===== config.mk =====
export PLATFORM = sky130hd
export DESIGN_NAME = axis_i2s_tx_flat
export DESIGN_NICKNAME = d
export VERILOG_FILES = /design/src/rtl/axis_i2s_pkg.sv /design/src/rtl/axis_i2s_tx_if.sv /design/src/rtl/i2s_clkgen.sv /design/src/rtl/axis_i2s_tx.sv /design/src/flat_wrapper.sv
export SDC_FILE = /design/constraint.sdc
export NUM_CORES = 1
export LEC_CHECK = 0
export ABC_AREA = 1
export CORE_UTILIZATION = 55
export DETAILED_ROUTE_END_ITERATION = 7
export PLACE_DENSITY = 0.87
export RECOVER_POWER = 50
export SYNTH_ARGS = -nofsm -noshare
export SYNTH_HDL_FRONTEND = slang
export SYNTH_SLANG_ARGS = --single-unit

===== constraint.sdc =====
create_clock -name clk -period 2.16 [get_ports clk]
set_input_delay 0.432 -clock clk [delete_from_list [all_inputs] [get_ports clk]]
set_output_delay 0.432 -clock clk [all_outputs]
set_load 0.02 [all_outputs]

===== src/rtl/axis_i2s_pkg.sv =====
// Shared types and width helpers for the AXI-Stream to I2S transmitter.
package axis_i2s_pkg;

    typedef enum logic {
        CH_LEFT  = 1'b0,
        CH_RIGHT = 1'b1
    } i2s_ch_t;

    function automatic int unsigned cnt_w(input int unsigned n);
        return (n > 1) ? $clog2(n) : 1;
    endfunction

endpackage


===== src/rtl/axis_i2s_tx_if.sv =====
// AXI-Stream sample channel feeding the I2S transmitter.
interface axis_i2s_tx_if #(
    parameter int unsigned DW = 24
) ();

    logic [DW-1:0] tdata;
    logic          tvalid;
    logic          tready;
    logic          tlast;

    modport master (output tdata, output tvalid, output tlast, input tready);
    modport slave  (input tdata, input tvalid, input tlast, output tready);

endinterface


===== src/rtl/i2s_clkgen.sv =====
// SCK divider: toggles i2s_sck every CLK_DIV clk cycles and flags the falling edge.
module i2s_clkgen
    import axis_i2s_pkg::*;
#(
    parameter int unsigned CLK_DIV = 4
) (
    input  logic clk,
    input  logic rst,
    output logic o_sck,
    output logic o_fall_stb
);

    localparam int unsigned DIV_W = cnt_w(CLK_DIV);

    logic [DIV_W-1:0] r_div_cnt;
    logic             r_sck;
    logic             w_wrap;

    assign w_wrap     = (r_div_cnt == DIV_W'(CLK_DIV - 1));
    // Same-cycle strobe so the top updates WS/SD on the very edge SCK falls.
    assign o_fall_stb = w_wrap & r_sck;
    assign o_sck      = r_sck;

    always_ff @(posedge clk or posedge rst) begin
        if (rst) begin
            r_div_cnt <= '0;
            r_sck     <= 1'b0;
        end else if (w_wrap) begin
            r_div_cnt <= '0;
            r_sck     <= ~r_sck;
        end else begin
            r_div_cnt <= r_div_cnt + DIV_W'(1);
        end
    end

endmodule


===== src/rtl/axis_i2s_tx.sv =====
// AXI-Stream sink that serializes stereo sample pairs onto an I2S master transmit link.
module axis_i2s_tx
    import axis_i2s_pkg::*;
#(
    parameter int unsigned DW      = 24,
    parameter int unsigned CLK_DIV = 4
) (
    input  logic          clk,
    input  logic          rst,
    axis_i2s_tx_if.slave  s_axis,
    output logic          i2s_sck,
    output logic          i2s_ws,
    output logic          i2s_sd,
    output logic          underflow,
    output logic          sync_err
);

    localparam int unsigned IDX_W = cnt_w(DW);

    logic [DW-1:0]    r_hold_data;
    logic             r_hold_last;
    logic             r_hold_valid;
    logic [IDX_W-1:0] r_idx;
    i2s_ch_t          r_ch;
    i2s_ch_t          r_ws;
    logic [DW-1:0]    r_shift;
    logic             r_underflow;
    logic             r_sync_err;

    logic             w_fall_stb;
    logic             w_load;
    logic             w_misalign;
    logic             w_take;
    i2s_ch_t          w_next_ch;

    i2s_clkgen #(
        .CLK_DIV (CLK_DIV)
    ) u_clkgen (
        .clk        (clk),
        .rst        (rst),
        .o_sck      (i2s_sck),
        .o_fall_stb (w_fall_stb)
    );

    assign w_next_ch  = (r_ch == CH_LEFT) ? CH_RIGHT : CH_LEFT;
    assign w_load     = w_fall_stb && (r_idx == IDX_W'(DW - 1));
    // A right-channel sample waiting at a left slot is held back for the right slot.
    assign w_misalign = r_hold_valid && r_hold_last && (w_next_ch == CH_LEFT);
    assign w_take     = w_load && r_hold_valid && !w_misalign;

    assign s_axis.tready = !r_hold_valid;
    assign i2s_ws        = r_ws;
    assign i2s_sd        = r_shift[DW-1];
    assign underflow     = r_underflow;
    assign sync_err      = r_sync_err;

    always_ff @(posedge clk or posedge rst) begin
        if (rst) begin
            r_hold_data  <= '0;
            r_hold_last  <= 1'b0;
            r_hold_valid <= 1'b0;
            r_idx        <= IDX_W'(DW - 1);
            r_ch         <= CH_RIGHT;
            r_ws         <= CH_LEFT;
            r_shift      <= '0;
            r_underflow  <= 1'b0;
            r_sync_err   <= 1'b0;
        end else begin
            if (w_take) begin
                r_hold_valid <= 1'b0;
            end else if (s_axis.tvalid && !r_hold_valid) begin
                r_hold_data  <= s_axis.tdata;
                r_hold_last  <= s_axis.tlast;
                r_hold_valid <= 1'b1;
            end

            if (w_fall_stb) begin
                if (w_load) begin
                    r_idx   <= '0;
                    r_ch    <= w_next_ch;
                    r_shift <= w_take ? r_hold_data : '0;
                end else begin
                    r_idx   <= r_idx + IDX_W'(1);
                    r_shift <= {r_shift[DW-2:0], 1'b0};
                end
                // WS leads the slot by one bit.
                if (r_idx == IDX_W'(DW - 2)) begin
                    r_ws <= w_next_ch;
                end
            end

            r_underflow <= w_load && !r_hold_valid;
            r_sync_err  <= w_load && w_misalign;
        end
    end

endmodule


===== src/flat_wrapper.sv =====
// flat-port wrapper written by rule: the top's interface ports become plain ports
module axis_i2s_tx_flat import axis_i2s_pkg::*;
#(
    parameter int unsigned DW      = 24,
    parameter int unsigned CLK_DIV = 4
)
  (clk, rst, i2s_sck, i2s_ws, i2s_sd, underflow, sync_err, s_axis_tdata, s_axis_tvalid, s_axis_tlast, s_axis_tready);
  axis_i2s_tx_if #(.DW(DW)) s_axis_i ();
  input  logic clk;
  input  logic rst;
  output logic i2s_sck;
  output logic i2s_ws;
  output logic i2s_sd;
  output logic underflow;
  output logic sync_err;
  input wire logic [$bits(s_axis_i.tdata)-1:0] s_axis_tdata;
  input wire logic [$bits(s_axis_i.tvalid)-1:0] s_axis_tvalid;
  input wire logic [$bits(s_axis_i.tlast)-1:0] s_axis_tlast;
  output wire logic [$bits(s_axis_i.tready)-1:0] s_axis_tready;
  assign s_axis_i.tdata = s_axis_tdata;
  assign s_axis_i.tvalid = s_axis_tvalid;
  assign s_axis_i.tlast = s_axis_tlast;
  assign s_axis_tready = s_axis_i.tready;
  axis_i2s_tx #(.DW(DW), .CLK_DIV(CLK_DIV)) u_core (.clk(clk), .rst(rst), .s_axis(s_axis_i), .i2s_sck(i2s_sck), .i2s_ws(i2s_ws), .i2s_sd(i2s_sd), .underflow(underflow), .sync_err(sync_err));
endmodule

======== Yosys cells after proc, flatten, opt, wreduce, memory -nomap -nowiden ========
Cells that the tools add are included.
storage, ports and cells
  bits in registers ....................... 62
  input bits .............................. 28
  output and inout bits ................... 6
  logic and storage cells ................. 40
cells by class
  add/sub/neg operators ................... 2
  eq/ne operators ......................... 3
  muxes and demuxes ....................... 7
  bitwise logic cells ..................... 3
  reductions and logical operators ........ 14
operator list
  kind                                         number
  two-way mux 24 bit                           2
  == test 5 bit, second input constant         2
  logical AND 1 bit                            8
  AND reduction 2 bit                          3
  adder 5 x 1 -> 5 bit, second input constant  1
  two-way mux 5 bit                            1
  two-way mux 1 bit                            3
  adder 2 x 1 -> 2 bit, second input constant  1
  == test 2 bit, second input constant         1
  zero test 1 bit                              2
  two-way mux 2 bit                            1
  NOT 1 bit                                    2
  nonzero test 2 bit                           1
  bitwise AND 1 bit                            1

======== Logic depth before layout (Yosys ltp) ========
Gate-level depths: netlist (run 1).
  word-level depth ........................ 7
  gate-level depth with buffers ........... 8
  gate-level depth less buffers ........... 7

======== By module ========
A second synthesis (run 1) with hierarchy kept.
second synthesis, totals
  cells, all modules ...................... 266
  area, all modules ....................... 2940.3 um^2
by module, submodules not included
  module       instances  cells an instance  area an instance (um^2)  sequential area each (um^2)
  axis_i2s_tx  1          253                2819.0                   1482.7
  i2s_clkgen   1          13                 121.4                    75.1

======== Worst setup path after synthesis (run 1) ========
No wires, ideal clock.
  path type ............................... reg2reg
  start point ............................. reg u_core.r_idx[1]
  end point ............................... reg u_core.r_shift[12]
  library setup time ...................... 0.077 ns
  data arrival time ....................... 1.372 ns
  data required time ...................... 2.083 ns
  setup slack ............................. 0.711 ns
  cell stages (with the launch flop) ...... 7
  buffers on the path ..................... 1
  clock period less this slack ............ 1.449 ns
  path through ............................ dfstp_2 ha_1 nand3_2 nor2_4 buf_6 nand3_1 a21oi_1
between the ends
  longest elaborated chain between the ends .. 6
ends and longest elaborated chain
  item                             RTL line           text
  start, declared                  axis_i2s_tx.sv:23  logic [IDX_W-1:0] r_idx;
  start signal, assigned           axis_i2s_tx.sv:62  r_idx <= IDX_W'(DW - 1);
  start signal, assigned           axis_i2s_tx.sv:83  r_idx <= r_idx + IDX_W'(1);
  == test 5 bit *                  axis_i2s_tx.sv:46  assign w_load = w_fall_stb && (r_idx == IDX_W'(DW - 1));
  logical AND 1 bit *              axis_i2s_tx.sv:46
  logical AND 1 bit (2 in series)  axis_i2s_tx.sv:49  assign w_take = w_load && r_hold_valid && !w_misalign;
  two-way mux 24 bit               axis_i2s_tx.sv:81  r_shift <= w_take ? r_hold_data : '0;
  two-way mux 24 bit *             axis_i2s_tx.sv:78  if (w_load) begin
  end signal, assigned             axis_i2s_tx.sv:81
  end signal, assigned             axis_i2s_tx.sv:84  r_shift <= {r_shift[DW-2:0], 1'b0};
  end, declared                    axis_i2s_tx.sv:26  logic [DW-1:0] r_shift;
Mark *: on every way between the ends. The rest lies on a longest branch, timed or not.
A chain may end at the register's enable or synchronous reset.

======== Worst setup path in the final report (run 1) ========
  start point ............................. reg u_core.r_hold_valid
  end point ............................... out s_axis_tready
between the ends
  longest elaborated chain between the ends .. 1
ends and longest elaborated chain
  item                    RTL line            text
  start, declared         axis_i2s_tx.sv:22   logic r_hold_valid;
  start signal, assigned  axis_i2s_tx.sv:61   r_hold_valid <= 1'b0;
  start signal, assigned  axis_i2s_tx.sv:70   r_hold_valid <= 1'b0;
  start signal, assigned  axis_i2s_tx.sv:74   r_hold_valid <= 1'b1;
  zero test 1 bit         axis_i2s_tx.sv:51   assign s_axis.tready = !r_hold_valid;
  end, declared           flat_wrapper.sv:19  output wire logic [$bits(s_axis_i.tready)-1:0] s_axis_tready;
Every way passes these cells.

==> impl_metrics.toml, run 1 <==
[global_route]
grt_max_degree = 63
antenna_found_initial = 0
globalRouteOverflowTotal = 0
grt_pass1_vias = 2016
track_usage_pct = 22.6
grt_pass1_wl_microns = 8890

[clocking]
cts_hold_buf = 0
cts_tree = "yes"
cts_buffer_depth = 2
htreeDepth = 3
cts_num_sinks = 62
cts_root_buffer = "clkbuf_8"
clkTransAtPathRegs_ns = 0.06
clkLatencyLatePin_ns = 0.34
post_cts_buffers = 0
ctsResizeCount = 0
numCtsBuffers = 9

[placement]
dp.cells = 357
hpwl_microns = 3270
routabilityCongestion = 0.773
port_buffers = 33

[cells_and_area]
multiInputGateArea_sq_um = 1080
final_common_cell = "dfrtp_1"
antenna-diode-count = 0
fin_util_pct = 69.2
layout-drive-gt1-share_pct = 25.2
finish.net_count = 332
stdcell_count = 373
syn2layout_area_growth_pct = 20.2
layout_common_cells = "dfrtp_1, nor2_1, clkdlybuf4s50_1"
ff_latch_area_sq_um = 1560
nFillCells = 342

[floorplan]
die_y_microns = 72.8
initial_core_util_pct = 57.6
ios = 34
die_area_sq_um = 5300
die_x_microns = 72.8
coreArea_sq_um = 4790
row_count = 25

[critical_path]
crit_family = "buffers and inverters"
crit_required_ns = 1.73
crit_cells = 2
critPathKind = "flop to primary output"
cp.arrival_ns = 1.52
path_cells = "inv_1 -> clkdlybuf4s50_1"
slowest_delay_ns = 0.62
end_kind = "primary output"
cp-start-kind = "flop"
worstPathMaxFanout = 4
path_buf_inv = 2
rr_worst_depth = 6
cp_slowest_cell = "clkdlybuf4s50_1"

[timing]
min_period_over_period_pct = 90.5
slew_headroom_pct = 12.8
holdWs_ns = 0.441
finalSetupViolCount = 0
worst_pin_slew_ns = 1.31
fmax_mhz = 512
rsz0062_at_grt = "no"
fin_worst_skew_ns = 0.00787
finalSetupTns_ns = 0
hold_viol = 0
fin_crit_ns = 1.95
maxSlewViolCount = 0

[yosys]
synth_seq_cells = 62
syn_area_per_cell_sq_um = 10.4
postSynthCellCount = 264
yosysUniqueCellTypes = 23
ys_seq_area_share_pct = 56.5
ys_warn_count = 0
syn_area_sq_um = 2760
synth_nets = 295

[drt]
remaining_drc_errors = 0
vias = 1991
firstDrtPassIters = 4
via_per_inst = 5.34
antenna_left = 0
drt-total-wl_microns = 5070
initialDrtViolationCount = 110
wl_per_cell_microns = 13.6

[power_and_ir_drop]
power_frac_comb_pct = 5.4
power.share.sequential_pct = 55.0
cell_internal_pwr_w = 0.00178
irDropWorstVdd_mv = 0.432
switching_share_pct = 21.7
switching_power_w = 0.000491
p_leak_nw = 1.44
power.density_nw_per_um2 = 685
clkPwrFrac_pct = 39.6
totalPowerFinal_w = 0.00227

[hold_path]
min_path_cells = 1
hold_path.class = "flop to flop"

[run]
cap_viol_max_count = 0

[status]
status = "complete, no violations"
state kept, by name, indices dropped and copies added (netlist names):
| name | cells |
|---|---|
| u_core.i2s_ws | 1 |
| u_core.r_ch | 1 |
| u_core.r_hold_data | 24 |
| u_core.r_hold_last | 1 |
| u_core.r_hold_valid | 1 |
| u_core.r_idx | 5 |
| u_core.r_shift | 24 |
| u_core.sync_err | 1 |
| u_core.u_clkgen.o_sck | 1 |
| u_core.u_clkgen.r_div_cnt | 2 |
| u_core.underflow | 1 |
synthesized netlist by cell type:
library cell,n,area share [%]
clkbuf_1,7,0.95
o21ai_0,28,5.1
nand2_2,1,0.23
ha_1,3,1.4
nand2_1,4,0.54
inv_1,9,1.2
buf_6,2,0.82
buf_2,3,0.54
o21a_1,1,0.27
dfstp_2,5,4.8
or2_2,23,5.2
mux2_2,24,9.8
nand3_1,26,4.7
nor2_4,1,0.41
xor2_1,2,0.64
dfrtp_1,57,52
a21oi_1,25,4.5
nor3_1,1,0.18
nand3_2,2,0.73
buf_4,3,0.82
nor2_1,35,4.8
a211oi_1,1,0.27
a21oi_2,1,0.32
power by group through the flow:
stage | combinational, W | sequential [W] | clock [W]
after floorplan | 0.0000638 | 0.00126 | 0
after global placement | 0.000123 | 0.00126 | 0
after detailed placement | 0.000130 | 0.00127 | 0
after CTS | 0.000130 | 0.00125 | 0.000912
after global routing | 0.000137 | 0.00125 | 0.000963
final | 0.000122 | 0.00125 | 0.000898
metal layers:
metal  GRT usage [%]  wire, microns  vias up
met2            35.7           2430       44
met1            28.5           2320      965
met3            5.25            186       13
met5               0              0        -
met4            13.1            128        0
li1                -              -      969
area by class of cell:
type	count	share of cell area (%)
Clock buffer	15	5.02
Tap cell	67	2.53
Inverter	9	1.02
Timing Repair Buffer	41	11.7
Multi-Input combinational cell	178	32.5
Sequential cell	62	47.0
Clock inverter	1	0.151
logic make-up (layout without fill, tap and decap cells):
logic type	after synthesis	after routing	share of synthesized area [%]
flip-flops	62	62	56.5
AO/OA/AOI/OAI	56	56	10.5
multiplexers	24	24	9.81
AND/OR/NAND/NOR	93	93	16.8
XOR/XNOR	2	2	0.636
buffers and inverters	24	66	4.36
adder cells (fa/ha/maj)	3	3	1.36
worst paths after layout:
check,startpoint,endpoint,slack (ns)
worst max-delay path,u_core.r_hold_valid,s_axis_tready,0.21
worst min-delay path,u_core.u_clkgen.r_div_cnt[0],u_core.u_clkgen.r_div_cnt[0],0.44
worst max register to register,u_core.r_idx[1],u_core.r_idx[3],0.30
worst min register to register,u_core.u_clkgen.r_div_cnt[0],u_core.u_clkgen.r_div_cnt[0],0.44
max in group asynchronous,rst,u_core.r_hold_valid,0.39
min in group asynchronous,rst,u_core.r_shift[12],0.98
through the flow:
stage,worst slack [ns],instance area [sq um]
finish,0.206,3310
global route,0.0840,3310
CTS,0.178,3330
detailed placement,0.260,3160
global placement,0.298,3160
floorplan,0.195,2760
No activity file was read; power rests on OpenSTA's default activity.
==> run 2: changes to the inputs <==
--- a/config.mk
+++ b/config.mk
@@ -8,8 +8,10 @@
 export ABC_AREA = 1
 export CORE_UTILIZATION = 55
 export DETAILED_ROUTE_END_ITERATION = 7
-export PLACE_DENSITY = 0.87
+export DONT_BUFFER_PORTS = 1
+export PLACE_DENSITY = 0.78
 export RECOVER_POWER = 50
 export SYNTH_ARGS = -nofsm -noshare
 export SYNTH_HDL_FRONTEND = slang
 export SYNTH_SLANG_ARGS = --single-unit
+export TNS_END_PERCENT = 50
==> impl_metrics.toml, run 2 (synthesis gave the netlist of run 1 again) <==
[floorplan]
row_count = 25
coreArea_sq_um = 4790
die_x_microns = 72.8
initial_core_util_pct = 57.6
die_y_microns = 72.8
die_area_sq_um = 5300
ios = 34

[drt]
via_per_inst = 5.59
initialDrtViolationCount = 167
firstDrtPassIters = 4
remaining_drc_errors = 0
vias = 1895
antenna_left = 0
drt-total-wl_microns = 5080
wl_per_cell_microns = 15.0

[global_route]
grt_pass1_wl_microns = 8690
grt_max_degree = 63
globalRouteOverflowTotal = 0
track_usage_pct = 22.4
antenna_found_initial = 0
grt_pass1_vias = 1902

[clocking]
cts_buffer_depth = 2
clkLatencyLatePin_ns = 0.33
cts_hold_buf = 0
post_cts_buffers = 0
htreeDepth = 3
cts_num_sinks = 62
cts_tree = "yes"
numCtsBuffers = 9
clkTransAtPathRegs_ns = 0.07
ctsResizeCount = 0
cts_root_buffer = "clkbuf_8"

[critical_path]
worstPathMaxFanout = 17
end_kind = "flop"
cp_slowest_cell = "inv_1"
slowest_delay_ns = 0.36
cp.arrival_ns = 1.97
path_cells = "ha_1 -> nand2_1 -> inv_1 -> buf_4 -> nor2_1 -> a21oi_1"
crit_family = "buffers and inverters"
critPathKind = "flop to flop"
path_buf_inv = 2
crit_required_ns = 2.41
cp-start-kind = "flop"

[cells_and_area]
ff_latch_area_sq_um = 1560
layout_common_cells = "dfrtp_1, nor2_1, o21ai_0"
syn2layout_area_growth_pct = 8.08
top_regs = "u_core.r_hold_data x24, u_core.r_shift x24, u_core.r_idx x5"
multiInputGateArea_sq_um = 1080
fin_util_pct = 62.2
nFillCells = 393
final_common_cell = "dfrtp_1"
antenna-diode-count = 0
finish.net_count = 298
layout-drive-gt1-share_pct = 27.9
design_area_sq_um = 2980

[timing]
fin_worst_skew_ns = 0.00936
finalSetupViolCount = 0
hold_viol = 0
finalSetupTns_ns = 0
fmax_mhz = 582
holdWs_ns = 0.213
worst_pin_slew_ns = 1.48
slew_headroom_pct = 1.46
maxSlewViolCount = 0
fin_crit_ns = 1.72
rsz0062_at_grt = "no"
min_period_over_period_pct = 79.5

[power_and_ir_drop]
irDropWorstVdd_mv = 0.433
power.density_nw_per_um2 = 734
p_leak_nw = 1.32

[status]
status = "complete, no violations"

[hold_path]
hold_path.class = "input port to flop"

[placement]
place_area_sq_um = 2830
hpwl_microns = 3130
routabilityCongestion = 0.752
port_buffers = 0

[run]
cap_viol_max_count = 0
-- run 2: changes by cell type in the layout (fill, tap and decap cells not counted), sizes merged --
cell,delta
clkdlybuf4s50,-32
inv,+1
dlygate4sd3,-1
buf,-2
-- run 2: worst paths after layout --
path	slack, ns	end	start	cells after the start
min	0.21	u_core.r_hold_valid	s_axis_tvalid	1
max reg2reg	0.44	u_core.r_shift[15]	u_core.u_clkgen.r_div_cnt[0]	6
min in group asynchronous	0.49	u_core.r_shift[16]	rst	2
max	0.44	u_core.r_shift[15]	u_core.u_clkgen.r_div_cnt[0]	6
min reg2reg	0.43	u_core.u_clkgen.r_div_cnt[0]	u_core.u_clkgen.r_div_cnt[0]	1
max in group asynchronous	0.77	u_core.r_shift[21]	rst	2
-- run 2: layer usage --
metal / vias up / share of wire [%] / track usage (%)
met5: - / 0 / 0
met4: 0 / 1.6 / 10.0
met3: 6 / 7.3 / 9.53
met2: 67 / 48 / 34.7
met1: 923 / 43 / 27.4
li1: 899 / - / -
-- run 2: layout make-up --
type	count	share of cell area, %
clock inverters	2	0.336
repair buffers	7	2.10
inverters	9	1.13
well taps	67	2.82
multi-input cells	178	36.2
flip-flops and latches	62	52.3
clock buffers	14	5.13
-- run 2: worst register-to-register path: stages (launching register included) --
cell and delay [ns]:
dfrtp_1 0.35, ha_1 0.26, nand2_1 0.17, inv_1 0.36
buf_4 0.31, nor2_1 0.07, a21oi_1 0.13
-- run 2: where the power goes --
part	internal [W]	total, W	leakage, nW	switching [W]
clock	0.000446	0.000865	0.0844	0.000420
sequential	0.00122	0.00125	0.798	0.0000305
combinational	0.0000386	0.0000728	0.433	0.0000342
-- run 2: through the flow --
step / std cells / power [W] / setup WS (ns)
final: 339 / 0.00219 / 0.443
after global routing: 339 / 0.00228 / 0.270
after CTS: 339 / 0.00222 / 0.413
after detailed placement: 323 / 0.00135 / 0.441
after global placement: 323 / 0.00134 / 0.501
after floorplan: 264 / 0.00132 / 0.195
==> run 3: changes to the inputs <==
==> constraint.sdc (replaced) <==
create_clock -name clk -period 1.66 [get_ports clk]
set_input_delay 0.332 -clock clk [delete_from_list [all_inputs] [get_ports clk]]
set_output_delay 0.332 -clock clk [all_outputs]
set_load 0.02 [all_outputs]
==> impl_metrics.toml, run 3 (synthesis gave the netlist of run 1 again) <==
[drt]
initialDrtViolationCount = 97
firstDrtPassIters = 4
wl_per_cell_microns = 14.4
drt-total-wl_microns = 5030
vias = 1915
remaining_drc_errors = 0
antenna_left = 0
via_per_inst = 5.49

[cells_and_area]
finish.net_count = 308
syn2layout_area_growth_pct = 10.6
final_common_cell = "dfrtp_1"
nFillCells = 384
layout_common_cells = "dfrtp_1, nor2_1, o21ai_0"
antenna-diode-count = 0
layout-drive-gt1-share_pct = 30.1
stdcell_count = 349
top_regs = "u_core.r_hold_data x24, u_core.r_shift x24, u_core.r_idx x5"

[power_and_ir_drop]
irDropWorstVdd_mv = 0.686
p_leak_nw = 1.35
totalPowerFinal_w = 0.00283
power.density_nw_per_um2 = 929

[timing]
holdWs_ns = 0.129
fmax_mhz = 640
rsz0062_at_grt = "no"
fin_crit_ns = 1.56
slew_headroom_pct = 44.6
maxSlewViolCount = 0
fin_worst_skew_ns = 0.00825
hold_viol = 0
min_period_over_period_pct = 94.1
finalSetupViolCount = 0
finalSetupTns_ns = 0
worst_pin_slew_ns = 0.826

[hold_path]
min_path_cells = 1
hold_path.class = "input port to flop"
worstHoldStart = "s_axis_tvalid"

[clocking]
cts_root_buffer = "clkbuf_8"
cts_tree = "yes"
clkLatencyLatePin_ns = 0.33
cts_num_sinks = 62
clkTransAtPathRegs_ns = 0.06
htreeDepth = 3
numCtsBuffers = 9
cts_buffer_depth = 2

[critical_path]
cp_slowest_cell = "buf_2"
crit_required_ns = 1.87
crit_cells = 4
cp-start-kind = "flop"
path_cells = "inv_1 -> nand2_2 -> buf_2 -> mux2_2"
slowest_delay_ns = 0.46
reg2reg_from = "u_core.r_hold_valid"
critPathLaunch = "u_core.r_hold_valid"
rr_worst_depth = 4
cp.arrival_ns = 1.77
end_kind = "flop"
path_buf_inv = 2
critPathKind = "flop to flop"
r2r_setup_slack_ns = 0.1
crit_family = "buffers and inverters"
worstPathMaxFanout = 26

[global_route]
globalRouteOverflowTotal = 0
track_usage_pct = 21.5
antenna_found_initial = 0
grt_pass1_vias = 1819
grt_pass1_wl_microns = 8430
grt_max_degree = 45

[floorplan]
row_count = 25
die_area_sq_um = 5300
die_y_microns = 72.8
ios = 34
coreArea_sq_um = 4790
initial_core_util_pct = 57.6
die_x_microns = 72.8

[placement]
hpwl_microns = 3370
port_buffers = 0
dp.cells = 332
routabilityCongestion = 0.833

[run]
cap_viol_max_count = 0

[status]
status = "complete, no violations"
==> run 3: changes by cell type in the layout (fill, tap and decap cells not counted) <==
| cell | before | now |
|---|---|---|
| buf_6 | 0 | 1 |
| buf_12 | 1 | 0 |
| inv_1 | 9 | 8 |
| clkinvlp_2 | 0 | 1 |
| buf_2 | 0 | 1 |
| clkbuf_2 | 1 | 0 |
| buf_4 | 5 | 14 |
| o21ai_1 | 0 | 1 |
| o21ai_0 | 28 | 27 |
| clkinv_2 | 2 | 1 |
| dlygate4sd3_1 | 0 | 1 |
| clkbuf_1 | 4 | 5 |
==> run 3: final cells by class <==
type / count / area, sq um / share of cell area, %
Tap cell: 67 / 83.8 / 2.75
Clock inverter: 1 / 5.00 / 0.164
Inverter: 9 / 35.0 / 1.15
Sequential cell: 62 / 1560 / 51.1
Multi-Input combinational cell: 178 / 1080 / 35.4
Clock buffer: 15 / 156 / 5.13
Timing Repair Buffer: 17 / 131 / 4.31
==> run 3: worst paths after layout <==
kind / to
worst max-delay path: u_core.r_hold_data[17]
worst min-delay path: u_core.r_hold_valid
worst max register to register: u_core.r_hold_data[17]
worst min register to register: u_core.u_clkgen.r_div_cnt[0]
max in group asynchronous: u_core.r_idx[1]
min in group asynchronous: u_core.u_clkgen.r_div_cnt[1]
==> run 3: repair_timing <==
item                                    in CTS  in global routing
gates resized for setup                      0                  1
hold endpoints to repair                    15                  0
endpoints found under the setup margin       0                  1
setup buffers                                0                  0
hold buffers                                 1                  0
==> run 3: through the flow <==
stage / instance area, sq um / setup slack (ns) / util, %
2_1_floorplan: 2760 / 0.211 / -
3_3_place_gp: 2900 / 0.178 / 60.6
3_5_place_dp: 2900 / 0.148 / 60.6
4_1_cts: 3070 / 0.122 / 64.2
5_1_grt: 3050 / 0.00358 / 63.7
6_report: 3050 / 0.0979 / 63.7
==> run 3: per-layer routing <==
| metal | GRT usage [%] | part of all wire, % | vias up |
|---|---|---|---|
| met2 | 30.6 | 47 | 50 |
| met5 | 0 | 0 | - |
| li1 | - | - | 916 |
| met1 | 30.2 | 45 | 943 |
| met4 | 12.2 | 1.6 | 0 |
| met3 | 5.52 | 5.7 | 6 |
==> run 3: worst register-to-register path: stages, from the launching register on <==
cell     delay [ns]
dfrtp_1        0.40
inv_1          0.11
nand2_2        0.06
buf_2          0.46
mux2_2         0.42
==> run 3: where the power goes <==
group | switching, W | total [W] | internal, W
combinational | 0.0000463 | 0.0000999 | 0.0000536
clock | 0.000527 | 0.00111 | 0.000584
sequential | 0.0000378 | 0.00162 | 0.00158
